--- config.mk ---
export PLATFORM = sky130hd
export DESIGN_NAME = ext_point_feeder_flat
export DESIGN_NICKNAME = d
export VERILOG_FILES = /design/src/rtl/ext_point_feeder_if.sv /design/src/rtl/ext_point_feeder.sv /design/src/flat_wrapper.sv
export SDC_FILE = /design/constraint.sdc
export NUM_CORES = 1
export LEC_CHECK = 0
export ABC_AREA = 1
export CAP_MARGIN = 15
export CORE_AREA = 4 4 123 125
export CTS_CLUSTER_DIAMETER = 100
export DETAILED_ROUTE_END_ITERATION = 6
export DIE_AREA = 0 0 127 129
export DONT_BUFFER_PORTS = 1
export PLACE_DENSITY = 0.6
export SYNTH_ARGS = -nofsm -noshare
export SYNTH_HDL_FRONTEND = slang
export SYNTH_SLANG_ARGS = --single-unit
--- constraint.sdc ---
create_clock -name i_SYSTEM_clk -period 3.2 [get_ports i_SYSTEM_clk]
set_input_delay 0.32 -clock i_SYSTEM_clk [delete_from_list [all_inputs] [get_ports i_SYSTEM_clk]]
set_output_delay 0.32 -clock i_SYSTEM_clk [all_outputs]
set_load 0.05 [all_outputs]
--- src/rtl/ext_point_feeder_if.sv ---
// ----------------------------------------------------------------------------
// ext_point_feeder_if
//
// Purpose : bundles every non-clock/reset signal of the point feeder into one
//           interface so the feeder and its environment share one definition.
//
// Signal groups
//   CTRL_*  frame control: start pulse, point count, done pulse, status word
//   MEM_*   point memory: read strobe/address, read data return,
//           custom-field write strobe/address/data
//   EXT_*   extension: frame enable, point count, point read channel
//           (ready/ID in, valid/data out), result write channel
//           (valid/ID/data in, ready out), end-of-frame indication
//
// Modports
//   master  the feeder itself
//   slave   the environment (controller, memory and extension)
// ----------------------------------------------------------------------------
interface ext_point_feeder_if;
    // Control
    logic        CTRL_start;
    logic [18:0] CTRL_PCSize;
    logic        CTRL_done;
    logic [31:0] CTRL_status;

    // Point memory
    logic        MEM_rdReq;
    logic [18:0] MEM_rdAddr;
    logic        MEM_rdValid;
    logic [63:0] MEM_rdData;
    logic        MEM_wrEn;
    logic [18:0] MEM_wrAddr;
    logic [15:0] MEM_wrData;

    // Extension
    logic        EXT_enable;
    logic [18:0] EXT_PCSize;
    logic        EXT_readReady;
    logic [18:0] EXT_readID;
    logic        EXT_readValid;
    logic [15:0] EXT_pointX;
    logic [15:0] EXT_pointY;
    logic [15:0] EXT_pointZ;
    logic [15:0] EXT_readCustomField;
    logic        EXT_writeValid;
    logic [18:0] EXT_writeID;
    logic [15:0] EXT_writeCustomField;
    logic        EXT_writeReady;
    logic        EXT_doneProcessing;

    modport master (
        input  CTRL_start, CTRL_PCSize,
        output CTRL_done, CTRL_status,
        output MEM_rdReq, MEM_rdAddr,
        input  MEM_rdValid, MEM_rdData,
        output MEM_wrEn, MEM_wrAddr, MEM_wrData,
        output EXT_enable, EXT_PCSize,
        input  EXT_readReady, EXT_readID,
        output EXT_readValid, EXT_pointX, EXT_pointY, EXT_pointZ, EXT_readCustomField,
        input  EXT_writeValid, EXT_writeID, EXT_writeCustomField,
        output EXT_writeReady,
        input  EXT_doneProcessing
    );

    modport slave (
        output CTRL_start, CTRL_PCSize,
        input  CTRL_done, CTRL_status,
        input  MEM_rdReq, MEM_rdAddr,
        output MEM_rdValid, MEM_rdData,
        input  MEM_wrEn, MEM_wrAddr, MEM_wrData,
        input  EXT_enable, EXT_PCSize,
        output EXT_readReady, EXT_readID,
        input  EXT_readValid, EXT_pointX, EXT_pointY, EXT_pointZ, EXT_readCustomField,
        output EXT_writeValid, EXT_writeID, EXT_writeCustomField,
        input  EXT_writeReady,
        output EXT_doneProcessing
    );
endinterface

--- src/rtl/ext_point_feeder.sv ---
// ----------------------------------------------------------------------------
// ext_point_feeder
//
// Purpose : serves point reads from a point memory to a processing extension
//           and writes the extension's per-point result (custom field) back.
//           A read FSM fetches one point per extension request; an independent
//           write FSM turns each extension result into exactly one memory write.
//
// Ports
//   i_SYSTEM_clk  in   sole clock, rising edge
//   i_SYSTEM_rst  in   synchronous active-high reset
//   bus           ext_point_feeder_if.master (control, memory, extension)
//
// Status word: [2:0] read FSM state, [3] read-ID error, [4] write-ID error.
// ----------------------------------------------------------------------------
module ext_point_feeder (
    input logic              i_SYSTEM_clk,
    input logic              i_SYSTEM_rst,
    ext_point_feeder_if.master bus
);

    // Encoding is visible on CTRL_status[2:0], so values are fixed.
    typedef enum logic [2:0] {
        RD_IDLE     = 3'd0,
        RD_WAIT_REQ = 3'd1,
        RD_FETCH    = 3'd2,
        RD_PRESENT  = 3'd3,
        RD_RELEASE  = 3'd4,
        RD_DONE     = 3'd5
    } rd_state_e;

    typedef enum logic {
        W_READY = 1'b0,
        W_LOW   = 1'b1
    } wr_state_e;

    // Read side
    rd_state_e   rd_state_q, rd_state_d;
    logic [18:0] pc_size_q,  pc_size_d;
    logic        enable_q,   enable_d;
    logic        done_q,     done_d;
    logic        rd_req_q,   rd_req_d;
    logic [18:0] rd_addr_q,  rd_addr_d;
    logic        rd_valid_q, rd_valid_d;
    logic [63:0] point_q,    point_d;
    logic        rd_err_q,   rd_err_d;
    logic        clear_wr_err;

    // Write side
    wr_state_e   wr_state_q, wr_state_d;
    logic        wr_en_q,    wr_en_d;
    logic [18:0] wr_addr_q,  wr_addr_d;
    logic [15:0] wr_data_q,  wr_data_d;
    logic        wr_err_q,   wr_err_d;
    logic        write_ready;

    // ------------------------------------------------------------------------
    // Read FSM: next state and outputs
    // ------------------------------------------------------------------------
    always_comb begin
        // NOTE: every signal gets a default before the case so no path can
        // leave one unassigned and infer a latch.
        rd_state_d   = rd_state_q;
        pc_size_d    = pc_size_q;
        enable_d     = enable_q;
        done_d       = 1'b0;
        rd_req_d     = 1'b0;
        rd_addr_d    = rd_addr_q;
        rd_valid_d   = rd_valid_q;
        point_d      = point_q;
        rd_err_d     = rd_err_q;
        clear_wr_err = 1'b0;

        case (rd_state_q)
            RD_IDLE: begin
                if (bus.CTRL_start) begin
                    pc_size_d    = bus.CTRL_PCSize;
                    rd_err_d     = 1'b0;
                    clear_wr_err = 1'b1;
                    enable_d     = 1'b1;
                    rd_state_d   = RD_WAIT_REQ;
                end
            end

            RD_WAIT_REQ: begin
                // End of frame wins over a request raised in the same cycle.
                if (bus.EXT_doneProcessing) begin
                    enable_d   = 1'b0;
                    done_d     = 1'b1;
                    rd_state_d = RD_DONE;
                end else if (bus.EXT_readReady) begin
                    if (bus.EXT_readID < pc_size_q) begin
                        rd_req_d   = 1'b1;
                        rd_addr_d  = bus.EXT_readID;
                        rd_state_d = RD_FETCH;
                    end else begin
                        rd_err_d = 1'b1;
                    end
                end
            end

            RD_FETCH: begin
                if (bus.MEM_rdValid) begin
                    point_d    = bus.MEM_rdData;
                    rd_valid_d = 1'b1;
                    rd_state_d = RD_PRESENT;
                end
            end

            RD_PRESENT: begin
                if (rd_valid_q && bus.EXT_readReady) begin
                    rd_valid_d = 1'b0;
                    rd_state_d = RD_RELEASE;
                end
            end

            RD_RELEASE: begin
                // The extension's ready is registered and lingers after the
                // handshake; waiting for it to fall avoids a second fetch.
                if (!bus.EXT_readReady) begin
                    rd_state_d = RD_WAIT_REQ;
                end
            end

            RD_DONE: begin
                rd_state_d = RD_IDLE;
            end

            default: begin
                rd_state_d = RD_IDLE;
            end
        endcase
    end

    // ------------------------------------------------------------------------
    // Write FSM: next state and outputs
    // ------------------------------------------------------------------------
    assign write_ready = (wr_state_q == W_READY) && enable_q;

    always_comb begin
        wr_state_d = wr_state_q;
        wr_en_d    = 1'b0;
        wr_addr_d  = wr_addr_q;
        wr_data_d  = wr_data_q;
        wr_err_d   = clear_wr_err ? 1'b0 : wr_err_q;

        case (wr_state_q)
            W_READY: begin
                if (bus.EXT_writeValid && write_ready) begin
                    if (bus.EXT_writeID < pc_size_q) begin
                        wr_en_d   = 1'b1;
                        wr_addr_d = bus.EXT_writeID;
                        wr_data_d = bus.EXT_writeCustomField;
                    end else begin
                        wr_err_d = 1'b1;
                    end
                    wr_state_d = W_LOW;
                end
            end

            W_LOW: begin
                // Holding valid past the handshake must not produce a repeat write.
                if (!bus.EXT_writeValid) begin
                    wr_state_d = W_READY;
                end
            end

            default: begin
                wr_state_d = W_READY;
            end
        endcase
    end

    // ------------------------------------------------------------------------
    // State registers
    // ------------------------------------------------------------------------
    always_ff @(posedge i_SYSTEM_clk) begin
        // NOTE: sequential state uses non-blocking assignments so every
        // register samples its next value from the same pre-edge snapshot.
        if (i_SYSTEM_rst) begin
            // NOTE: datapath registers are reset too, because every output,
            // including data and address, must read zero out of reset.
            rd_state_q <= RD_IDLE;
            pc_size_q  <= '0;
            enable_q   <= 1'b0;
            done_q     <= 1'b0;
            rd_req_q   <= 1'b0;
            rd_addr_q  <= '0;
            rd_valid_q <= 1'b0;
            point_q    <= '0;
            rd_err_q   <= 1'b0;
            wr_state_q <= W_READY;
            wr_en_q    <= 1'b0;
            wr_addr_q  <= '0;
            wr_data_q  <= '0;
            wr_err_q   <= 1'b0;
        end else begin
            rd_state_q <= rd_state_d;
            pc_size_q  <= pc_size_d;
            enable_q   <= enable_d;
            done_q     <= done_d;
            rd_req_q   <= rd_req_d;
            rd_addr_q  <= rd_addr_d;
            rd_valid_q <= rd_valid_d;
            point_q    <= point_d;
            rd_err_q   <= rd_err_d;
            wr_state_q <= wr_state_d;
            wr_en_q    <= wr_en_d;
            wr_addr_q  <= wr_addr_d;
            wr_data_q  <= wr_data_d;
            wr_err_q   <= wr_err_d;
        end
    end

    // ------------------------------------------------------------------------
    // Outputs
    // ------------------------------------------------------------------------
    assign bus.CTRL_done           = done_q;
    assign bus.CTRL_status         = {27'd0, wr_err_q, rd_err_q, rd_state_q};
    assign bus.MEM_rdReq           = rd_req_q;
    assign bus.MEM_rdAddr          = rd_addr_q;
    assign bus.MEM_wrEn            = wr_en_q;
    assign bus.MEM_wrAddr          = wr_addr_q;
    assign bus.MEM_wrData          = wr_data_q;
    assign bus.EXT_enable          = enable_q;
    assign bus.EXT_PCSize          = pc_size_q;
    assign bus.EXT_readValid       = rd_valid_q;
    assign bus.EXT_pointX          = point_q[15:0];
    assign bus.EXT_pointY          = point_q[31:16];
    assign bus.EXT_pointZ          = point_q[47:32];
    assign bus.EXT_readCustomField = point_q[63:48];
    assign bus.EXT_writeReady      = write_ready;

endmodule

--- src/flat_wrapper.sv ---
// flat-port wrapper written by rule: the top's interface ports become plain ports
module ext_point_feeder_flat 
  (i_SYSTEM_clk, i_SYSTEM_rst, bus_CTRL_start, bus_CTRL_PCSize, bus_CTRL_done, bus_CTRL_status, bus_MEM_rdReq, bus_MEM_rdAddr, bus_MEM_rdValid, bus_MEM_rdData, bus_MEM_wrEn, bus_MEM_wrAddr, bus_MEM_wrData, bus_EXT_enable, bus_EXT_PCSize, bus_EXT_readReady, bus_EXT_readID, bus_EXT_readValid, bus_EXT_pointX, bus_EXT_pointY, bus_EXT_pointZ, bus_EXT_readCustomField, bus_EXT_writeValid, bus_EXT_writeID, bus_EXT_writeCustomField, bus_EXT_writeReady, bus_EXT_doneProcessing);
  ext_point_feeder_if bus_i ();
  input logic i_SYSTEM_clk;
  input logic i_SYSTEM_rst;
  input wire logic [$bits(bus_i.CTRL_start)-1:0] bus_CTRL_start;
  input wire logic [$bits(bus_i.CTRL_PCSize)-1:0] bus_CTRL_PCSize;
  output wire logic [$bits(bus_i.CTRL_done)-1:0] bus_CTRL_done;
  output wire logic [$bits(bus_i.CTRL_status)-1:0] bus_CTRL_status;
  output wire logic [$bits(bus_i.MEM_rdReq)-1:0] bus_MEM_rdReq;
  output wire logic [$bits(bus_i.MEM_rdAddr)-1:0] bus_MEM_rdAddr;
  input wire logic [$bits(bus_i.MEM_rdValid)-1:0] bus_MEM_rdValid;
  input wire logic [$bits(bus_i.MEM_rdData)-1:0] bus_MEM_rdData;
  output wire logic [$bits(bus_i.MEM_wrEn)-1:0] bus_MEM_wrEn;
  output wire logic [$bits(bus_i.MEM_wrAddr)-1:0] bus_MEM_wrAddr;
  output wire logic [$bits(bus_i.MEM_wrData)-1:0] bus_MEM_wrData;
  output wire logic [$bits(bus_i.EXT_enable)-1:0] bus_EXT_enable;
  output wire logic [$bits(bus_i.EXT_PCSize)-1:0] bus_EXT_PCSize;
  input wire logic [$bits(bus_i.EXT_readReady)-1:0] bus_EXT_readReady;
  input wire logic [$bits(bus_i.EXT_readID)-1:0] bus_EXT_readID;
  output wire logic [$bits(bus_i.EXT_readValid)-1:0] bus_EXT_readValid;
  output wire logic [$bits(bus_i.EXT_pointX)-1:0] bus_EXT_pointX;
  output wire logic [$bits(bus_i.EXT_pointY)-1:0] bus_EXT_pointY;
  output wire logic [$bits(bus_i.EXT_pointZ)-1:0] bus_EXT_pointZ;
  output wire logic [$bits(bus_i.EXT_readCustomField)-1:0] bus_EXT_readCustomField;
  input wire logic [$bits(bus_i.EXT_writeValid)-1:0] bus_EXT_writeValid;
  input wire logic [$bits(bus_i.EXT_writeID)-1:0] bus_EXT_writeID;
  input wire logic [$bits(bus_i.EXT_writeCustomField)-1:0] bus_EXT_writeCustomField;
  output wire logic [$bits(bus_i.EXT_writeReady)-1:0] bus_EXT_writeReady;
  input wire logic [$bits(bus_i.EXT_doneProcessing)-1:0] bus_EXT_doneProcessing;
  assign bus_i.CTRL_start = bus_CTRL_start;
  assign bus_i.CTRL_PCSize = bus_CTRL_PCSize;
  assign bus_CTRL_done = bus_i.CTRL_done;
  assign bus_CTRL_status = bus_i.CTRL_status;
  assign bus_MEM_rdReq = bus_i.MEM_rdReq;
  assign bus_MEM_rdAddr = bus_i.MEM_rdAddr;
  assign bus_i.MEM_rdValid = bus_MEM_rdValid;
  assign bus_i.MEM_rdData = bus_MEM_rdData;
  assign bus_MEM_wrEn = bus_i.MEM_wrEn;
  assign bus_MEM_wrAddr = bus_i.MEM_wrAddr;
  assign bus_MEM_wrData = bus_i.MEM_wrData;
  assign bus_EXT_enable = bus_i.EXT_enable;
  assign bus_EXT_PCSize = bus_i.EXT_PCSize;
  assign bus_i.EXT_readReady = bus_EXT_readReady;
  assign bus_i.EXT_readID = bus_EXT_readID;
  assign bus_EXT_readValid = bus_i.EXT_readValid;
  assign bus_EXT_pointX = bus_i.EXT_pointX;
  assign bus_EXT_pointY = bus_i.EXT_pointY;
  assign bus_EXT_pointZ = bus_i.EXT_pointZ;
  assign bus_EXT_readCustomField = bus_i.EXT_readCustomField;
  assign bus_i.EXT_writeValid = bus_EXT_writeValid;
  assign bus_i.EXT_writeID = bus_EXT_writeID;
  assign bus_i.EXT_writeCustomField = bus_EXT_writeCustomField;
  assign bus_EXT_writeReady = bus_i.EXT_writeReady;
  assign bus_i.EXT_doneProcessing = bus_EXT_doneProcessing;
  ext_point_feeder u_core (.i_SYSTEM_clk(i_SYSTEM_clk), .i_SYSTEM_rst(i_SYSTEM_rst), .bus(bus_i));
endmodule
# ---- Word-level counts from Yosys, hierarchy flattened
# Index checks and enable logic that the tools add are counted.
dict set report totals {
  regBits 148
  input_bits 144
  out_inout_bits 175
  word_cells 83
}
dict set report classes {
  order_cmp 2
  n_eq_ne 14
  mux 31
  bitwise_logic 5
  reduce_logical 17
}
# operator count
set ops {}
lappend ops {{$lt 19x19->1} 2}
lappend ops {{$mux 3} 7}
lappend ops {{$mux 1} 19}
lappend ops {{$pmux 3 s5} 1}
lappend ops {{$ne 2x2->1 const B} 7}
lappend ops {{$reduce_and 3->1} 3}
lappend ops {{$pmux 1 s2} 4}
lappend ops {{$eq 3x2->1 const B} 2}
lappend ops {{$reduce_and 6->1} 1}
lappend ops {{$not 1->1} 5}
lappend ops {{$reduce_and 5->1} 1}
lappend ops {{$reduce_and 2->1} 2}
lappend ops {{$reduce_and 4->1} 1}
lappend ops {{$reduce_bool 2->1} 2}
lappend ops {{$reduce_or 4->1} 1}
lappend ops {{$eq 3x1->1 const B} 1}
lappend ops {{$eq 3x3->1 const B} 1}
lappend ops {{$logic_and 1x1->1} 3}
lappend ops {{$logic_not 3->1} 1}
lappend ops {{$ne 3x2->1 const B} 1}
lappend ops {{$ne 3x3->1 const B} 1}
lappend ops {{$reduce_or 3->1} 1}
lappend ops {{$ne 2x1->1 const B} 1}
lappend ops {{$reduce_or 2->1} 1}

# ---- Logic depth before layout (Yosys ltp)
dict set report depth {
  word_depth 6
  mapped_depth 15
  depth_no_buf 15
}

# ---- Worst setup path before layout
# OpenSTA, ideal clock, no wires.
dict set report synth_timing {
  kind {register to register}
  from {reg u_core.pc_size_q[12] (netlist: u_core.bus.EXT_PCSize[12])}
  to {reg u_core.wr_addr_q[0] (netlist: u_core.bus.MEM_wrAddr[0])}
  setup_time_ps 113
  t_arrival_ps 1998
  required_ps 3087
  slack_ps 1090
  stages_incl_launch_ff 14
  path_buffers 1
  synth_period_minus_slack_ps 2110
  path_cell_list {dfxtp_1 inv_1 ha_1 nand2_1 inv_1 o21bai_1 nand2_1 nand2_1 nand3_1 nor2_2 nand3_4 buf_4 nor2_1 nor2_1}
}
dict set report synth_via {
  elab_chain_len 2
}
# element line_no
set synth_rtl {}
lappend synth_rtl {{start, declared} ext_point_feeder.sv:39} ;# logic [18:0] pc_size_q, pc_size_d;
lappend synth_rtl {{start signal, assigned} ext_point_feeder.sv:199} ;# pc_size_q <= pc_size_d;
lappend synth_rtl {{$lt 19x19->1} ext_point_feeder.sv:150} ;# if (bus.EXT_writeID < pc_size_q) begin
lappend synth_rtl {{$reduce_and 3->1 (no source line)} n/a}
lappend synth_rtl {{end signal, assigned} ext_point_feeder.sv:209} ;# wr_addr_q <= wr_addr_d;
lappend synth_rtl {{end, declared} ext_point_feeder.sv:52} ;# logic [18:0] wr_addr_q, wr_addr_d;
# Every way passes these cells.
# A chain may end at the register's enable or synchronous reset.

# ---- Final worst setup path
dict set report layout_timing {
  from {reg u_core.pc_size_q[12] (netlist: u_core.bus.EXT_PCSize[12])}
  to {reg u_core.wr_data_q[1] (netlist: u_core.bus.MEM_wrData[1])}
}
dict set report layout_via {
  elab_chain_len 2
}
# element line_no
set layout_rtl {}
lappend layout_rtl {{$lt 19x19->1} ext_point_feeder.sv:150}
lappend layout_rtl {{$reduce_and 3->1 (no source line)} n/a}
lappend layout_rtl {{end signal, assigned} ext_point_feeder.sv:210} ;# wr_data_q <= wr_data_d;
lappend layout_rtl {{end, declared} ext_point_feeder.sv:53} ;# logic [15:0] wr_data_q, wr_data_d;
# Every way passes these cells.

==> impl_metrics.json <==
{
  "clock_path_buffers": 2,
  "crit_top_cell": "nand2_1",
  "io_buffers": 0,
  "vias_per_cell": 4.97,
  "clkLatencyLatePin_ns": 0.42,
  "relSlewSlack_pct": 32.9,
  "dp.cells": 1058,
  "fin_cells": 1092,
  "synthCells": 902,
  "yosysWarnings": 0,
  "worstPathArrival_ns": 2.70,
  "hold_end": "u_core.bus.MEM_wrAddr[17]",
  "cts_buffers": 17,
  "wl_per_cell_um": 16.6,
  "grt_max_degree": 72,
  "drc": 0,
  "vdd_ir_drop_max_mv": 0.401,
  "min_period_over_period_pct": 74.4,
  "end_kind": "flop",
  "hold_class": "input pin to flop",
  "avgSynthCellArea_um2": 7.38,
  "num-nets-final": 1079,
  "cap_violations": 0,
  "crit_path_cell_trace": "inv_1 > ha_1 > nand2_1 > inv_1 > o21bai_1 > nand2_1 > nand2_1 > nand3_1 > nor2_2 > nand3_4 > nor2_1 > nor2_1",
  "htree_levels": 4,
  "r2r_end": "u_core.bus.MEM_wrData[1]",
  "start_kind": "flop",
  "root_buffer": "clkbuf_16",
  "ys_seq_area_share_pct": 44.5,
  "setup_viol": 0,
  "post_cts_resize_count": 0,
  "place_area_um2": 6700,
  "diodes": 0,
  "pin_count": 319,
  "ant_nets": 0,
  "start_util_pct": 48.0,
  "n_fill_cell": 1380,
  "grt_pass1_vias": 5291,
  "fp.coreArea_um2": 13900,
  "leakage_nw": 3.44,
  "die_y_um": 129,
  "worst_path_largest_cell_delay_ns": 0.55,
  "grt_util_all_layers_pct": 21.6,
  "tritoncts": "built",
  "clock_sinks": 148,
  "ys_seq_elements": 148,
  "hold_violations": 0,
  "post_cts_buffers": 0,
  "gp_congestion": 0.878,
  "min_from": "bus_EXT_writeID[17]",
  "drv_slew": 0,
  "totalNegativeSetupSlack_ns": 0,
  "crit_slowest_cell": "nand3_4",
  "routed_wl_um": 18100,
  "cpLargestDelayFamily": "simple AND/OR/NAND/NOR gates",
  "post-route-min-period_ns": 2.38,
  "firstDrtPassIters": 4,
  "finClkSkew_ns": 0.0101,
  "reg2reg_slack_ns": 0.82,
  "grt_setup_unrepaired": "no",
  "dieArea_um2": 16400,
  "critPathBufInv": 2,
  "finalInstanceArea_um2": 7300,
  "worstPathRequired_ns": 3.52,
  "fp.dieW_um": 127,
  "reg2reg_from": "u_core.bus.EXT_PCSize[12]",
  "clk_pin_slew_ns": 0.07,
  "grt_pass1_wl_um": 27800,
  "tightestPinTransition_ns": 1.01,
  "antenna_found_initial": 0,
  "status": "completed",
  "power.density_nw_per_um2": 951,
  "critPathMaxFanout": 71,
  "layout-drive-gt1-share_pct": 7.79,
  "reg2reg_depth": 12,
  "place_hpwl_um": 13600,
  "drtIter0Drc": 290,
  "rows": 43,
  "vias": 5426,
  "netlist_area_um2": 6660,
  "clock.fmax_mhz": 420,
  "critPathKind": "flop to flop",
  "min_path_cells": 2,
  "area_growth_pct": 9.60,
  "ys_types": 31,
  "overflow": 0
}
-- report_power, final --
group          switching, mW  internal, mW  total (mW)
Sequential              1.06          2.16        3.23
Combinational           1.20         0.543        1.75
Clock                  0.916          1.05        1.96
-- synth_stat cells --
cell	count	area share, %
buf_6	7	1.2
nand3_1	10	0.75
ha_1	36	6.8
inv_1	78	4.4
a21oi_1	55	4.1
a211oi_1	1	0.11
nand2_2	1	0.094
o21bai_1	1	0.11
nor2_2	3	0.28
nand3b_1	21	2.4
nor3_1	3	0.23
clkbuf_2	1	0.075
o21ai_1	17	1.3
nor3_2	3	0.45
nor2_1	223	13
o21ai_0	70	5.3
a21o_1	1	0.11
nand2_1	141	7.9
conb_1	1	0.056
o211ai_1	1	0.11
nand3_4	1	0.26
inv_2	4	0.23
clkbuf_1	22	1.2
nand4_1	3	0.28
o21a_1	1	0.11
buf_4	33	3.7
o31ai_1	1	0.11
a31oi_1	2	0.19
buf_2	12	0.90
dfxtp_1	148	44
nor2_4	1	0.17
-- routing by layer --
metal / global-route usage [%] / vias to the layer above / wire length, um
met3: 9.13 / 30 / 1840
met5: 0 / - / 0
met1: 23.7 / 2389 / 6730
li1: - / 2784 / -
met4: 9.59 / 0 / 393
met2: 36.6 / 223 / 9120
-- repair_timing --
action	CTS	global route
hold buffers	2	0
hold endpoints to repair	26	0
setup endpoints to repair	0	0
-- registers in the layout, indices dropped and copies added, names as in the netlist --
| signal | count |
|---|---|
| u_core.rd_state_q | 3 |
| u_core.wr_state_q | 1 |
| u_core.rd_err_q | 1 |
| u_core.bus.MEM_wrData | 16 |
| u_core.bus.MEM_wrAddr | 19 |
| u_core.bus.MEM_rdReq | 1 |
| u_core.bus.MEM_wrEn | 1 |
| u_core.wr_err_q | 1 |
| u_core.bus.EXT_enable | 1 |
| u_core.bus.CTRL_done | 1 |
| u_core.bus.EXT_PCSize | 19 |
| u_core.bus.MEM_rdAddr | 19 |
| u_core.bus.EXT_readValid | 1 |
| u_core.point_q | 64 |
-- kinds of logic after synthesis --
logic type	Yosys count	share of synthesized area [%]
buffers and inverters	157	11.7
other	1	0.0563
AND/OR/NAND/NOR	410	25.4
flip-flops	148	44.5
adder cells (fa/ha/maj)	36	6.76
AO/OA/AOI/OAI	150	11.5
-- how the worst max path moves through the flow --
stage | startpoint | to | slack (ns) | depth (start not counted)
after detailed placement | u_core.bus.EXT_PCSize[16] | u_core.rd_state_q[0] | 0.82 | 13
after global routing | u_core.bus.EXT_PCSize[12] | u_core.bus.MEM_wrAddr[4] | 0.48 | 13
after CTS | u_core.bus.EXT_PCSize[16] | u_core.rd_state_q[1] | 0.80 | 12
final | u_core.bus.EXT_PCSize[12] | u_core.bus.MEM_wrData[1] | 0.82 | 12
after floorplan | u_core.bus.EXT_PCSize[12] | u_core.bus.MEM_wrAddr[0] | 1.09 | 13
after global placement | u_core.bus.EXT_PCSize[16] | u_core.rd_state_q[0] | 0.83 | 13
-- layout make-up --
type | count | area [um2] | share of cell area, %
multi-input cells | 623 | 3010 | 41.3
flip-flops and latches | 148 | 2960 | 40.6
clock buffers | 17 | 425 | 5.83
inverters | 82 | 309 | 4.23
well taps | 180 | 225 | 3.09
repair buffers | 27 | 208 | 2.85
clock inverters | 15 | 156 | 2.14
-- layout by cell type (no fill, tap or decap), types with 10 or more instances in the layout --
master | netlist | routed
nor2_1 | 223 | 223
dfxtp_1 | 148 | 148
nand2_1 | 141 | 141
inv_1 | 78 | 77
o21ai_0 | 70 | 70
a21oi_1 | 55 | 55
ha_1 | 36 | 36
conb_1 | 1 | 27
buf_4 | 33 | 25
nand3b_1 | 21 | 21
o21ai_1 | 17 | 17
clkbuf_16 | 0 | 17
nand3_1 | 10 | 10
-- metrics by stage --
step,hold WS [ns],util (%),worst slack (ns),total power [mW]
final,0.0275,52.6,0.821,6.94
after CTS,0.0115,52.6,0.803,7.00
after global placement,0.393,48.2,0.827,4.95
after global routing,0.0155,52.6,0.476,7.34
after floorplan,0.427,-,1.09,4.60
after detailed placement,0.394,48.2,0.818,5.01
Note: power is estimated with default switching activity, not from simulation.
